$ cat config.mk
export PLATFORM = sky130hd
export DESIGN_NAME = act_vote_collector
export DESIGN_NICKNAME = d
export VERILOG_FILES = /design/src/rtl/act_vote_collector.sv
export SDC_FILE = /design/constraint.sdc
export NUM_CORES = 1
export LEC_CHECK = 0
export ABC_CLOCK_PERIOD_IN_PS = 4800
export CORE_UTILIZATION = 39
export CTS_CLUSTER_SIZE = 30
export DETAILED_ROUTE_END_ITERATION = 8
export PLACE_DENSITY = 0.61
export SLEW_MARGIN = 30
export SYNTH_ARGS = -nofsm -noshare
export SYNTH_HDL_FRONTEND = slang
export SYNTH_SLANG_ARGS = --single-unit
$ cat constraint.sdc
create_clock -name clk -period 4.8 [get_ports clk]
set_input_delay 0.96 -clock clk [delete_from_list [all_inputs] [get_ports clk]]
set_output_delay 0.96 -clock clk [all_outputs]
set_load 0.03 [all_outputs]
$ cat src/rtl/act_vote_collector.sv
// Counts per-neuron firings over a sampling window, then scans for the argmax neuron
// and offers it on a valid/ready port. Define ACT_VOTE_INREG_EN to register act_in/ena first.
module act_vote_collector #(
    parameter int N       = 8,
    parameter int IDX_W   = 3,
    parameter int WINDOW  = 16,
    parameter int COUNT_W = 5
) (
    input  logic               clk,
    input  logic               rst_n,
    input  logic               ena,
    input  logic               start,
    input  logic [N-1:0]       act_in,
    output logic               busy,
    output logic               win_valid,
    input  logic               win_ready,
    output logic [IDX_W-1:0]   win_idx,
    output logic [COUNT_W-1:0] win_count,
    output logic               win_tie
);

    typedef enum logic [1:0] {IDLE, ACCUM, SCAN, DONE} state_t;

    localparam logic [COUNT_W-1:0] MAX_CNT     = {COUNT_W{1'b1}};
    localparam logic [COUNT_W-1:0] LAST_SAMPLE = COUNT_W'(WINDOW - 1);
    localparam logic [IDX_W-1:0]   LAST_IDX    = IDX_W'(N - 1);

    state_t               state_q, state_d;
    logic [COUNT_W-1:0]   cnt_q [N];
    logic [COUNT_W-1:0]   cnt_d [N];
    logic [COUNT_W-1:0]   samp_q, samp_d;
    logic [IDX_W-1:0]     scan_q, scan_d;
    logic [COUNT_W-1:0]   best_q, best_d;
    logic [IDX_W-1:0]     bidx_q, bidx_d;
    logic                 btie_q, btie_d;
    logic                 valid_q, valid_d;
    logic                 busy_q, busy_d;
    logic [IDX_W-1:0]     widx_q, widx_d;
    logic [COUNT_W-1:0]   wcnt_q, wcnt_d;
    logic                 wtie_q, wtie_d;

    logic [N-1:0]         smp_act;
    logic                 smp_ena;

`ifdef ACT_VOTE_INREG_EN
    logic [N-1:0] act_q;
    logic         ena_q;

    always_ff @(posedge clk or negedge rst_n) begin
        if (!rst_n) begin
            act_q <= '0;
            ena_q <= 1'b0;
        end else begin
            act_q <= act_in;
            ena_q <= ena;
        end
    end

    assign smp_act = act_q;
    assign smp_ena = ena_q;
`else
    assign smp_act = act_in;
    assign smp_ena = ena;
`endif

    // Running argmax candidate for the neuron currently under the scan pointer.
    logic [COUNT_W-1:0] cur_cnt, cand_best;
    logic [IDX_W-1:0]   cand_idx;
    logic               cand_tie;

    always_comb begin
        cur_cnt   = cnt_q[scan_q];
        cand_best = best_q;
        cand_idx  = bidx_q;
        cand_tie  = btie_q;
        if (scan_q == '0) begin
            cand_best = cur_cnt;
            cand_idx  = '0;
            cand_tie  = 1'b0;
        end else if (cur_cnt > best_q) begin
            cand_best = cur_cnt;
            cand_idx  = scan_q;
            cand_tie  = 1'b0;
        end else if (cur_cnt == best_q) begin
            cand_tie  = 1'b1;
        end
    end

    always_comb begin
        state_d = state_q;
        cnt_d   = cnt_q;
        samp_d  = samp_q;
        scan_d  = scan_q;
        best_d  = best_q;
        bidx_d  = bidx_q;
        btie_d  = btie_q;
        valid_d = valid_q;
        widx_d  = widx_q;
        wcnt_d  = wcnt_q;
        wtie_d  = wtie_q;
        case (state_q)
            IDLE: begin
                if (start) begin
                    state_d = ACCUM;
                    samp_d  = '0;
                    for (int i = 0; i < N; i++) cnt_d[i] = '0;
                end
            end
            ACCUM: begin
                if (smp_ena) begin
                    for (int i = 0; i < N; i++) begin
                        if (smp_act[i] && (cnt_q[i] != MAX_CNT))
                            cnt_d[i] = cnt_q[i] + COUNT_W'(1);
                    end
                    samp_d = samp_q + COUNT_W'(1);
                    if (samp_q == LAST_SAMPLE) begin
                        state_d = SCAN;
                        scan_d  = '0;
                    end
                end
            end
            SCAN: begin
                best_d = cand_best;
                bidx_d = cand_idx;
                btie_d = cand_tie;
                scan_d = scan_q + IDX_W'(1);
                if (scan_q == LAST_IDX) begin
                    state_d = DONE;
                    scan_d  = '0;
                    widx_d  = cand_idx;
                    wcnt_d  = cand_best;
                    wtie_d  = cand_tie;
                end
            end
            DONE: begin
                // Valid rises one edge after the result is loaded and drops on the transfer edge.
                if (valid_q && win_ready) begin
                    state_d = IDLE;
                    valid_d = 1'b0;
                end else begin
                    valid_d = 1'b1;
                end
            end
            default: state_d = IDLE;
        endcase
        busy_d = (state_d == ACCUM) || (state_d == SCAN);
    end

    always_ff @(posedge clk or negedge rst_n) begin
        if (!rst_n) begin
            state_q <= IDLE;
            for (int i = 0; i < N; i++) cnt_q[i] <= '0;
            samp_q  <= '0;
            scan_q  <= '0;
            best_q  <= '0;
            bidx_q  <= '0;
            btie_q  <= 1'b0;
            valid_q <= 1'b0;
            busy_q  <= 1'b0;
            widx_q  <= '0;
            wcnt_q  <= '0;
            wtie_q  <= 1'b0;
        end else begin
            state_q <= state_d;
            for (int i = 0; i < N; i++) cnt_q[i] <= cnt_d[i];
            samp_q  <= samp_d;
            scan_q  <= scan_d;
            best_q  <= best_d;
            bidx_q  <= bidx_d;
            btie_q  <= btie_d;
            valid_q <= valid_d;
            busy_q  <= busy_d;
            widx_q  <= widx_d;
            wcnt_q  <= wcnt_d;
            wtie_q  <= wtie_d;
        end
    end

    assign busy      = busy_q;
    assign win_valid = valid_q;
    assign win_idx   = widx_q;
    assign win_count = wcnt_q;
    assign win_tie   = wtie_q;

endmodule

==> out/results.ini, run 1 <==
[global_route]
grtUsageTotal_pct=17.1
grt_remaining_overflow=0
grt_pass1_vias=2662
grt_max_degree=40
grt_pass1_wl_um=13400
antenna_found_initial=0

[clock_tree]
clockBufferDepth=2
cts_resized=0
root_buffer=clkbuf_8
cts.sinks=70
hold_buffers=0
cts_max_level=3
clock_latency_ns=0.34
path_clk_slew_ns=0.07
numCtsBuffers=9
cts_tree=built
post_cts.repair.setup_buffers=0

[routing]
vias_per_cell=5.16
drc_errors=0
drt_wl_total_um=7910
wl_per_cell_um=14.5
num_vias=2806
drtIter0Drc=128
drt_first_pass_iters=4
ant_nets=0

[setup_path]
worstSetupPathType=reg -> reg
crit_required_ns=5.00
cpMaxStageDelayCell=dfrtp_1
crit_path_max_incr_delay_ns=0.82
path_cells=mux4_2 -> nand2_1 -> nand2_1 -> ha_1 -> nand4_1 -> or3b_2 -> o21ai_2 -> mux2i_1 -> o21ai_0
crit_fanout=17
crit_arrival_ns=3.56
start_kind=flop
critPathCaptureType=flop
critPathMostFrequentCell=nand2_1

[floorplan]
ios=24
coreArea_um2=9770
num_rows=36
die_area_um2=10500
start_util_pct=40.3
die_y_um=102
die_x_um=102

[timing]
worstMarginPinSlew_ns=0.829
setup_ws_ns=1.44
tns_ns=0
maxSlewViolCount=0
period_minus_slack_ns=3.36
setup_viol=0
hold_ws_ns=0.480
max_freq_mhz=298
fin_worst_skew_ns=0.00703
rsz0062_at_grt=no
hold_viol_final=0
finalCritPeriodShare_pct=70.0
relSlewSlack_pct=44.5

[synth]
postSynthAreaPerCell_um2=10.2
synth.area.mux_share_pct=10.4
async_flop_share_pct=100
yosysTopAreaCellShare_pct=44.5
synth.area.top_cells=dfrtp_1, ha_1, mux4_2, mux2i_1, nand2_1
ys_ff_latch=70
synth-xor-area-share_pct=3.78
synth_top_flop_cell=dfrtp_1
syn_nets=424
synth_compound_area_share_pct=12.5
synth_area_leader_cell=dfrtp_1
synth_top_family_by_area=simple AND/OR/NAND/NOR gates
yosysSeqAreaShare_pct=44.5
synth_cell_types=37
synth_warnings=0
synth_edf_count=0
post_synth_fa_ha_maj_area_fraction_pct=8.26
synth-simple-area-share_pct=15.7
syn_area_um2=3940
synth_cells=385

[outcome]
outcome=finished, final reports clean

[hold_path]
hold_class=reg -> reg

[pwr]
p_leak_nw=2.00
ir_drop_uv=186
power-per-cell-area_nw_per_um2=543

[run]
drv_cap=0

[cells_and_area]
final_common_cell=dfrtp_1
area_growth_pct=12.8
drive_above_1_share_pct=10.9
num_antenna_cells=0
mostFrequentLayoutCells=dfrtp_1, nand2_1, o21ai_0
final_nets=445

[place]
portBuffers=23
dp_slack_ns=1.44
globalplace.congestion=0.797
post-dp-hpwl_um=5580

## worst max-delay path: cells and delay by family (launching register included)
family	cells	cell delay (ns)
fa+ha+maj	1	0.32
mux	2	0.90
simple gates	4	0.87
compound gates	2	0.31
flops	1	0.82
## through the flow
step	std cells	total power [W]	util [%]	cell area, um^2
2_1_floorplan	385	0.00175	-	3940
3_3_place_gp	528	0.00198	43.7	4280
3_5_place_dp	528	0.00201	43.7	4280
4_1_cts	544	0.00244	45.5	4440
5_1_grt	544	0.00262	45.5	4440
6_report	544	0.00241	45.5	4440
## layout make-up
type / count / area, um^2
flip-flops and latches: 70 / 1750
inverters: 26 / 97.6
fillers: 948 / 5330
clock buffers: 12 / 145
multi-input cells: 271 / 2000
repair buffers: 28 / 263
clock inverters: 4 / 22.5
well taps: 133 / 166
## power by group
part / internal [W] / switching [W]
clock network: 0.000199 / 0.000218
registers: 0.000791 / 0.000252
logic: 0.000446 / 0.000506
## cells by family after synthesis
logic type / Yosys count
mux: 28
buf+inv: 44
simple gates: 130
fa+ha+maj: 26
compound gates: 70
flops: 70
xor+xnor: 17
## layer usage
metal	routed length [um]	vias to the layer above	track usage, %
met4	99	0	5.93
met5	0	-	0
met2	3730	38	27.2
li1	-	1392	-
met3	239	6	3.46
met1	3850	1370	23.2
## sequential cells by signal, summed over array words and instances, names as in the netlist
| signal | count |
|---|---|
| win_valid | 1 |
| scan_q | 3 |
| win_idx | 3 |
| samp_q | 5 |
| best_q | 5 |
| state_q | 2 |
| bidx_q | 3 |
| btie_q | 1 |
| win_tie | 1 |
| cnt_q | 40 |
| busy | 1 |
| win_count | 5 |
## synthesized netlist by cell type (2+ instances only)
| cell type | n |
|---|---|
| a32o_1 | 2 |
| inv_1 | 26 |
| or3_1 | 2 |
| a21oi_1 | 15 |
| and3_1 | 10 |
| nor2_1 | 28 |
| a211oi_4 | 5 |
| mux2i_1 | 17 |
| o211ai_1 | 2 |
| ha_1 | 26 |
| clkbuf_1 | 7 |
| nand4_1 | 10 |
| xor2_1 | 17 |
| buf_2 | 6 |
| nor2b_1 | 2 |
| a211oi_2 | 3 |
| mux4_2 | 10 |
| nand3_1 | 21 |
| nand2_1 | 43 |
| nand2b_1 | 10 |
| buf_4 | 3 |
| o21ai_0 | 32 |
| o31ai_1 | 2 |
| o22ai_1 | 4 |
| dfrtp_1 | 70 |
## path summary, 6_finish.rpt
check | end | from | cells after the start | slack (ns)
min reg2reg | win_tie$_DFFE_PN0P_ | win_tie$_DFFE_PN0P_ | 2 | 0.48
max in group asynchronous | cnt_q[8]$_DFFE_PN0P_ | rst_n | 2 | 3.14
min | win_tie$_DFFE_PN0P_ | win_tie$_DFFE_PN0P_ | 2 | 0.48
min in group asynchronous | state_q[1]$_DFF_PN0_ | rst_n | 1 | 0.66
max | win_count[2]$_DFFE_PN0P_ | scan_q[0]$_DFFE_PN0P_ | 9 | 1.44
max reg2reg | win_count[2]$_DFFE_PN0P_ | scan_q[0]$_DFFE_PN0P_ | 9 | 1.44
No activity file was read; power rests on OpenSTA's default activity.
==> inputs of run 2 (changes only) <==
- ABC_CLOCK_PERIOD_IN_PS: 4800 -> 3470
- clock period: 4.8 -> 3.47 ns (I/O delays scaled with it)
==> run 2 against run 1 <==
Compared with the run above: critical path depth stayed put; non-clock buffer count rose by 3; clock power grew 83%; register-to-register slack worse by 1.1 ns; fmax grew 9.1%.
==> out/results.ini, run 2 (synthesized netlist as in run 1, its figures left out) <==
[outcome]
outcome=finished, final reports clean

[pwr]
p_int_w=0.00218
swShare_pct=38.3
power-per-cell-area_nw_per_um2=780
clock_power_share_pct=21.6
ir_drop_uv=262
p_leak_nw=2.04
comb_power_share_pct=38.4
power.switching_w=0.00135
pwr-share-seq_pct=40.0

[global_route]
grt_remaining_overflow=0
grtUsageTotal_pct=17.5
grt_pass1_wl_um=13800
grt_pass1_vias=2810
grt_max_degree=31
antenna_found_initial=0

[routing]
drt_first_pass_iters=4
vias_per_cell=5.13
drtIter0Drc=113
num_vias=2806
ant_nets=0
wl_per_cell_um=14.5
drt_wl_total_um=7920
drc_errors=0

[clock_tree]
cts_max_level=3
root_buffer=clkbuf_8
numCtsBuffers=9
clock_latency_ns=0.35
cts_resized=0
cts.sinks=70
post_cts.repair.setup_buffers=0
clockBufferDepth=2
path_clk_slew_ns=0.08
hold_buffers=0
cts_tree=built

[run]
drv_cap=0

[cells_and_area]
mostFrequentLayoutCells=dfrtp_1, nand2_1, o21ai_0
multi_input_area_um2=2000
n_fill_cell=951
top_register=cnt_q
stdcell_count=547
final_nets=448
area_growth_pct=15.1
final_common_cell=dfrtp_1
seq_area_um2=1750
num_antenna_cells=0
largest_reg_flops=40
drive_above_1_share_pct=11.8

[timing]
fin_worst_skew_ns=0.00886
worstMarginPinSlew_ns=0.858
hold_viol_final=0
max_freq_mhz=325
period_minus_slack_ns=3.08
tns_ns=0
setup_viol=0
relSlewSlack_pct=42.5
finalCritPeriodShare_pct=88.8
maxSlewViolCount=0
rsz0062_at_grt=no

[floorplan]
start_util_pct=40.3
die_x_um=102
die_y_um=102
ios=24
die_area_um2=10500
num_rows=36
coreArea_um2=9770

[setup_path]
critPathCaptureType=flop
worstSetupPathType=reg -> reg
crit_fanout=15
start_kind=flop
crit_required_ns=3.67
crit_arrival_ns=3.28

[place]
portBuffers=23
post-dp-hpwl_um=5800
globalplace.congestion=0.778
post-place-cells=531

[hold_path]
hold_class=in -> async

[run 2: changes by cell type in the layout (fill, tap and decap cells not counted)]
cell	before	now
bufinv_16	0	2
clkinv_2	3	1
clkbuf_8	10	12
buf_4	5	8
clkinvlp_4	1	0
clkbuf_1	2	1
[run 2: final cells by class]
cell class | instances | share of cell area, %
multi-input cells | 271 | 44.0
well taps | 133 | 3.67
repair buffers | 31 | 6.29
flip-flops and latches | 70 | 38.7
clock buffers | 13 | 3.73
clock inverters | 3 | 1.44
inverters | 26 | 2.15
[run 2: worst max-delay path: stages, from the launching register on]
cell and delay, ns:
dfrtp_1 0.37, buf_4 0.25, mux4_2 0.52, nand2_1 0.08, nand2_1 0.09, ha_1 0.33, nand4_1 0.19, or3b_2 0.51
o211ai_1 0.42, a21oi_1 0.16
[run 2: power by group through the flow]
stage               Clock, W  Combinational [W]  Sequential [W]
floorplan                  0            0.00111         0.00132
global placement           0            0.00132         0.00142
detailed placement         0            0.00138         0.00143
CTS                 0.000785            0.00138         0.00141
global route        0.000822            0.00157         0.00146
finish              0.000765            0.00136         0.00141
[run 2: path summary, 6_finish.rpt]
path | start | to | slack (ns) | cells after the start
worst max-delay path | scan_q[0]$_DFFE_PN0P_ | best_q[2]$_DFFE_PN0P_ | 0.39 | 9
worst min-delay path | rst_n | samp_q[0]$_DFFE_PN0P_ | 0.37 | 1
worst max register to register | scan_q[0]$_DFFE_PN0P_ | best_q[2]$_DFFE_PN0P_ | 0.39 | 9
worst min register to register | win_idx[1]$_DFFE_PN0P_ | win_idx[1]$_DFFE_PN0P_ | 0.48 | 2
max in group asynchronous | rst_n | btie_q$_DFFE_PN0P_ | 2.30 | 2
min in group clk | win_idx[1]$_DFFE_PN0P_ | win_idx[1]$_DFFE_PN0P_ | 0.48 | 2
[run 2: stage by stage]
stage          instance area, um^2  hold slack, ns  total power, W  setup slack (ns)  utilization [%]
5_1_grt                       4530           0.416         0.00385            0.0823             46.4
6_report                      4530           0.375         0.00354             0.390             46.4
4_1_cts                       4530           0.379         0.00358             0.327             46.4
3_3_place_gp                  4300           0.465         0.00274             0.414             44.0
2_1_floorplan                 3940           0.398         0.00243             0.556                -
3_5_place_dp                  4300           0.470         0.00281             0.353             44.0
[run 2: metal layers]
metal  routed length (um)  share of wire (%)  vias to the layer above  track usage (%)
met3                  191                2.4                       11             3.66
met5                    0                  0                        -                0
met4                  138                1.7                        0             6.15
met2                 3840                 48                       30             29.6
li1                     -                  -                     1392                -
met1                 3760                 47                     1373             22.1
